`src/rtl/pc_gen.sv`:
```
// Fetch program-counter generator: start/halt FSM, imem handshake, trap/branch redirects with a pending latch.
// Optional compressed-instruction support is enabled by defining PC_GEN_RVC_EN.
//
// state | meaning
// IDLE  | out of reset, not fetching, redirects ignored
// RUN   | fetching; pc advances or is redirected on if_ready
// HALT  | stopped by halt; pc held, pending redirect dropped
module pc_gen #(
    parameter int unsigned        XLEN      = 64,
    parameter logic [XLEN-1:0]    RESET_VEC = '0
) (
    input  logic            clk,
    input  logic            rstn,
    input  logic            start,
    input  logic            halt,
    input  logic            if_ready,
    input  logic            stall,
    input  logic            br_taken,
    input  logic [XLEN-1:0] br_target,
    input  logic            trap_taken,
    input  logic [XLEN-1:0] trap_target,
    input  logic            is_rvc,
    output logic [XLEN-1:0] pc,
    output logic            pc_valid,
    output logic            redirect,
    output logic            misalign_err
);

    localparam logic [1:0] IDLE = 2'd0;
    localparam logic [1:0] RUN  = 2'd1;
    localparam logic [1:0] HALT = 2'd2;

    logic [1:0]      state_q, state_d;
    logic [XLEN-1:0] pc_q, pc_d;
    logic            pc_valid_q, pc_valid_d;
    logic            redirect_q, redirect_d;
    logic            misalign_q, misalign_d;
    logic            pend_v_q, pend_v_d;
    logic [XLEN-1:0] pend_tgt_q, pend_tgt_d;

    logic [XLEN-1:0] step;
    logic [XLEN-1:0] align_mask;
    logic [XLEN-1:0] sel_tgt;
    logic            new_req;

`ifdef PC_GEN_RVC_EN
    assign step       = is_rvc ? XLEN'(2) : XLEN'(4);
    assign align_mask = XLEN'(1);
`else
    assign step       = XLEN'(4);
    assign align_mask = XLEN'(3);
    logic unused_rvc;
    assign unused_rvc = is_rvc;
`endif

    assign new_req = trap_taken | br_taken;

    // Trap beats branch beats an older pending request.
    always_comb begin
        sel_tgt = pend_tgt_q;
        if (trap_taken) begin
            sel_tgt = trap_target;
        end else if (br_taken) begin
            sel_tgt = br_target;
        end
    end

    always_comb begin
        state_d    = state_q;
        pc_d       = pc_q;
        redirect_d = 1'b0;
        misalign_d = 1'b0;
        pend_v_d   = pend_v_q;
        pend_tgt_d = pend_tgt_q;

        case (state_q)
            IDLE, HALT: begin
                if (start) begin
                    state_d = RUN;
                end
            end
            RUN: begin
                if (halt) begin
                    state_d  = HALT;
                    pend_v_d = 1'b0;
                end else if (if_ready && (new_req || pend_v_q)) begin
                    pc_d       = sel_tgt & ~align_mask;
                    misalign_d = |(sel_tgt & align_mask);
                    redirect_d = 1'b1;
                    pend_v_d   = 1'b0;
                end else if (!if_ready && new_req) begin
                    pend_v_d   = 1'b1;
                    pend_tgt_d = sel_tgt;
                end else if (if_ready && !stall) begin
                    pc_d = pc_q + step;
                end
            end
            default: begin
                state_d = IDLE;
            end
        endcase

        pc_valid_d = (state_d == RUN);
    end

    always_ff @(posedge clk or negedge rstn) begin
        if (!rstn) begin
            state_q    <= IDLE;
            pc_q       <= RESET_VEC;
            pc_valid_q <= 1'b0;
            redirect_q <= 1'b0;
            misalign_q <= 1'b0;
            pend_v_q   <= 1'b0;
            pend_tgt_q <= '0;
        end else begin
            state_q    <= state_d;
            pc_q       <= pc_d;
            pc_valid_q <= pc_valid_d;
            redirect_q <= redirect_d;
            misalign_q <= misalign_d;
            pend_v_q   <= pend_v_d;
            pend_tgt_q <= pend_tgt_d;
        end
    end

    assign pc           = pc_q;
    assign pc_valid     = pc_valid_q;
    assign redirect     = redirect_q;
    assign misalign_err = misalign_q;

endmodule

```
`config.mk`:
```
export PLATFORM = sky130hd
export DESIGN_NAME = pc_gen
export DESIGN_NICKNAME = d
export VERILOG_FILES = /design/src/rtl/pc_gen.sv
export SDC_FILE = /design/constraint.sdc
export NUM_CORES = 1
export LEC_CHECK = 0
export ABC_AREA = 1
export CAP_MARGIN = 5
export CORE_MARGIN = 2
export CORE_UTILIZATION = 41
export CTS_BUF_LIST = sky130_fd_sc_hd__clkbuf_2
export CTS_CLUSTER_DIAMETER = 100
export DETAILED_ROUTE_END_ITERATION = 8
export GPL_TIMING_DRIVEN = 0
export HOLD_SLACK_MARGIN = 0.12
export PLACE_DENSITY = 0.64
export SYNTH_ARGS = -nofsm -noshare
export SYNTH_HDL_FRONTEND = slang
export SYNTH_SLANG_ARGS = --single-unit
```
`constraint.sdc`:
```
create_clock -name clk -period 1.8 [get_ports clk]
set_input_delay 0.18 -clock clk [delete_from_list [all_inputs] [get_ports clk]]
set_output_delay 0.18 -clock clk [all_outputs]
set_load 0.01 [all_outputs]
```
Word level (Yosys, flattened, before mapping):

Index checks and enable logic that the tools add are counted.

* add/subtract/negate cells: 1
* eq/ne operators: 4
* mux-type cells: 17
* bitwise gates (word level): 3
* reduce and logical (&&, ||, !) cells: 14

Operators by type and width (number)
* $mux W64: 5
* $add A64 B3 Y64 const B: 1
* $mux W1: 9
* $reduce_and A4 Y1: 2
* $eq A2 B1 Y1 const B: 2
* $mux W2: 2
* $pmux W2 S2: 1
* $reduce_or A2 Y1: 2
* $logic_and A1 B1 Y1: 3
* $reduce_bool A3 Y1: 1
* $eq A2 B2 Y1 const B: 1
* $logic_not A1 Y1: 2
* $logic_not A2 Y1: 1
* $ne A2 B2 Y1 const B: 1
* $not A1 Y1: 2
* $reduce_and A2 Y1: 1
* $reduce_bool A2 Y1: 1
* $logic_or A1 B1 Y1: 1
* $or A1 B1 Y1: 1

* register bits: 134
* bits of input ports: 137
* logic and storage cells: 46

Longest topological paths before layout:

* depth after elaboration: 6
* depth in mapped cells: 11
* depth with buffers taken out: 11

Least setup slack after synthesis:

No wires, ideal clock.

* path kind: flip-flop to flip-flop
* from: register pc_q[3], in the netlist pc[3]
* to: register pc_q[22], in the netlist pc[22]
* arrival: 1571 ps
* data required time: 1677 ps
* setup slack: 106 ps
* cell stages (with the launch flop): 10
* cells stage by stage: dfrtp_1 > ha_1 > nand2_2 > nor2_4 > nand2_2 > nor2_4 > nand2_2 > xnor2_1 > o21ai_0 > nand2_1

* word-level cells in the longest chain between the ends: 4

RTL lines
* start: declaration: line 34 `logic [XLEN-1:0] pc_q, pc_d;`
* start signal: assignment: line 117 `pc_q <= pc_d;`
* $add A64 B3 Y64: line 95 `pc_d = pc_q + step;`
* $mux W64: line 94 `end else if (if_ready && !stall) begin`
* $mux W64: line 91 `end else if (!if_ready && new_req) begin`
* $mux W64: line 86 `end else if (if_ready && (new_req || pend_v_q)) begin`

No other way between the ends. The select of a mux whose other input is x is not followed.
A chain may end at the register's enable or synchronous reset.

Worst setup path in the final report:

* from: register pc_q[3], in the netlist pc[3]
* to: register pc_q[52], in the netlist pc[52]

Same word-level chain as after synthesis.

==> results.json <==
{
  "finalWirelength_mm": 37.60,
  "path_depth": 11,
  "die_area_um2": 22300,
  "grt_pass1_vias": 9717,
  "holdPathEnd": "pend_tgt_q[9]",
  "initial_utilization_pct": 41.45,
  "ir_drop_v": 0.0006151,
  "num_io_pins": 204,
  "netlist_area_um2": 8658,
  "relSlewSlack_pct": 56.07,
  "firstDrtPassIters": 8,
  "grt_antenna_before_repair": 2,
  "hold_viol": 0,
  "start_kind": "flip-flop",
  "grt_overflow": 0,
  "synth_warnings": 0,
  "p_per_area_nw_per_um2": 1206,
  "core_um2": 20890,
  "slowest_delay_ns": 0.46,
  "clock-sinks": 132,
  "route.detailed.drc": 0,
  "netSwitchingPower_mw": 6.810,
  "drt_iter0_markers": 984,
  "reg2reg_to": "pc[52]",
  "grt_setup_unrepaired": "yes",
  "grt.total_usage_pct": 32.47,
  "ant_nets": 0,
  "p_clk_share_pct": 12.4,
  "finalMaxSlewViolations": 0,
  "cts_inserted_buffers": 17,
  "use_met1_pct": 44.81,
  "clkSlewWorstSetupHoldPaths_ns": 0.26,
  "yosysUniqueCellTypes": 32,
  "r2r_slack_ns": -0.18,
  "floorplan.rows": 53,
  "status": "finished, violations left",
  "clock.fmax_ghz": 0.5043,
  "synth.avg_cell_area_um2": 6.414,
  "grt_util_met2_pct": 51.31,
  "skew_ns": 0.05015,
  "use_met3_pct": 5.780,
  "critical_path_class": "flip-flop to flip-flop",
  "crit_buf_inv": 1,
  "r2r_cells": 11,
  "clock_latency_ns": 0.78,
  "cts_buffer_depth": 2,
  "hold_depth": 3,
  "worstHoldStart": "trap_target[9]",
  "critPathMaxFanout": 4,
  "rr_startpoint": "pc[3]",
  "vias": 10628,
  "cap_viol_max_count": 0,
  "register_area_um2": 3347,
  "dp.final_hpwl_mm": 27.05,
  "critical_path_required_ns": 2.46,
  "worst_pin_slew_ns": 0.6589,
  "area_delta_synth_final_pct": 49.25,
  "violations": "negative setup slack",
  "seq_area_frac_synth_pct": 38.15,
  "layout_commonest_cell": "nand2_1",
  "crit_path_end_kind": "flip-flop",
  "internal_power_mw": 8.774,
  "nets": 1830,
  "setup_viol": 33,
  "crit_slowest_cell": "dfrtp_1",
  "layoutNonFillerInstCount": 1981,
  "p_leak_nw": 6.040,
  "grt.busiest_layer": "met2",
  "syn_inst": 1350,
  "vias_per_cell": 5.365,
  "timing.final.crit_share_pct": 110.2,
  "pre_cts_ws_ns": -0.6601,
  "multi_input_area_um2": 5339,
  "htreeDepth": 4,
  "grt_pass1_wl_mm": 54.48,
  "share_comb_of_total_power_pct": 53.0,
  "swShare_pct": 43.70,
  "die_h_um": 149.3,
  "hold_path.class": "input port to flip-flop",
  "path_cells": "buf_6 -> ha_4 -> nand2_4 -> nor2_4 -> nand3b_1 -> nor2_4 -> nand3_2 -> nand2_2 -> nand3_2 -> nand2_1 -> nand2_1",
  "cp.arrival_ns": 2.64,
  "dp.cells": 1827,
  "port_buffers": 200,
  "ys_ff_latch": 132,
  "nFillCells": 2017,
  "grt_max_degree": 69,
  "critPathTopFamily": "simple AND/OR/NAND/NOR gates",
  "cts_root_buf": "clkbuf_2",
  "layout_common_cells": "nand2_1, clkdlybuf4s50_1, o21ai_0, buf_4, nand3_1",
  "setup_slack_ns": -0.1828,
  "power_frac_seq_pct": 34.6,
  "drive_above_1_share_pct": 22.93,
  "die_x_um": 149.3,
  "cts_tree": "yes",
  "gp_congestion": 1.003,
  "routedWlPerCell_um": 18.98,
  "fin_crit_ns": 1.983
}
[power groups by stage]
stage | registers (mW) | logic, mW | clock network, mW
floorplan | 5.79 | 2.96 | 0
detailed placement | 5.96 | 5.81 | 0
global route | 5.51 | 8.99 | 2.08
CTS | 5.33 | 7.27 | 1.95
global placement | 5.96 | 5.70 | 0
finish | 5.40 | 8.26 | 1.93
[flip-flops by register name, indices dropped and copies added, names as in the netlist]
name and cells:
pend_v_q 1, redirect 1, state_q 2, pc_valid 1
pend_tgt_q 64, pc 62, misalign_err 1
[cells by family after synthesis]
logic type | count (synthesis) | share of synthesized area, %
AO/OA/AOI/OAI | 250 | 14.87
flip-flops | 132 | 38.15
AND/OR/NAND/NOR | 802 | 37.62
other | 1 | 0.04331
XOR/XNOR | 18 | 1.821
adder cells (fa/ha/maj) | 1 | 0.1445
buffers and inverters | 146 | 7.355
[cell type report]
cell class,instances,share of cell area (%)
Antenna cell,1,0.01936
Inverter,78,2.285
Multi-Input combinational cell,1073,41.31
Sequential cell,132,25.90
Tap cell,275,2.663
Buffer,68,3.224
Timing Repair Buffer,322,22.76
Clock buffer,17,0.6584
Clock inverter,15,1.172
[through the flow]
step / power [mW] / hold WS [ns] / utilization (%) / instance area, um^2 / setup TNS (ns)
after floorplan: 8.743 / -0.1156 / - / 8662 / 0
after global placement: 11.66 / 0.4667 / 52.70 / 11010 / -719.43
after detailed placement: 11.77 / 0.2242 / 52.84 / 11040 / -50.87
after CTS: 14.56 / 0.1203 / 57.96 / 12110 / -0.07829
after global routing: 16.58 / 0.1754 / 61.86 / 12920 / -5.962
final: 15.58 / 0.1559 / 61.86 / 12920 / -2.475
[worst register-to-register path, delay by kind of cell, from the launching register on]
| family | cells | cell delay [ns] |
|---|---|---|
| buffers and inverters | 1 | 0.12 |
| AND/OR/NAND/NOR | 9 | 1.12 |
| flip-flops | 1 | 0.46 |
| adder cells (fa/ha/maj) | 1 | 0.15 |
[cell usage after synthesis (all sizes together)]
| library cell | n | area (um^2) |
|---|---|---|
| o22ai | 1 | 6.260 |
| dfrtp | 132 | 3303 |
| o21ai | 172 | 875.8 |
| a21oi | 70 | 354.1 |
| nor2 | 136 | 553.0 |
| xor2 | 9 | 78.83 |
| nand2 | 533 | 2016 |
| buf | 43 | 250.2 |
| or2 | 2 | 12.52 |
| nand4 | 8 | 50.05 |
| inv | 78 | 292.8 |
| conb | 1 | 3.750 |
| ha | 1 | 12.51 |
| nand3 | 117 | 585.6 |
| nor3 | 4 | 25.02 |
| o21bai | 5 | 37.54 |
| a21boi | 1 | 7.510 |
| clkbuf | 25 | 93.84 |
| a31oi | 1 | 6.260 |
| nand3b | 2 | 15.01 |
| xnor2 | 9 | 78.83 |
[how the worst max path moves through the flow]
| stage | endpoint | startpoint | slack, ns |
|---|---|---|---|
| 2_1_floorplan | pc[22] | pc[3] | 0.11 |
| 3_3_place_gp | pc[11] | rstn | -5.10 |
| 3_5_place_dp | pc[49] | trap_taken | -0.66 |
| 4_1_cts | pc[52] | pc[3] | -0.06 |
| 5_1_grt | pc[52] | pc[3] | -0.29 |
| 6_report | pc[52] | pc[3] | -0.18 |
[repair_timing]
action,in CTS,in global routing
setup buffers,75,31
pin swaps,7,37
hold endpoints to repair,145,0
gates resized for setup,144,205
endpoints found under the setup margin,124,126
hold buffers,16,0
[layer usage]
layer / part of all wire [%] / vias up
li1: - / 5038
met1: 43 / 4955
met2: 46 / 535
met3: 8.3 / 98
met4: 3.4 / 2
met5: 0.035 / -
Power figures use the tool's default switching activity.
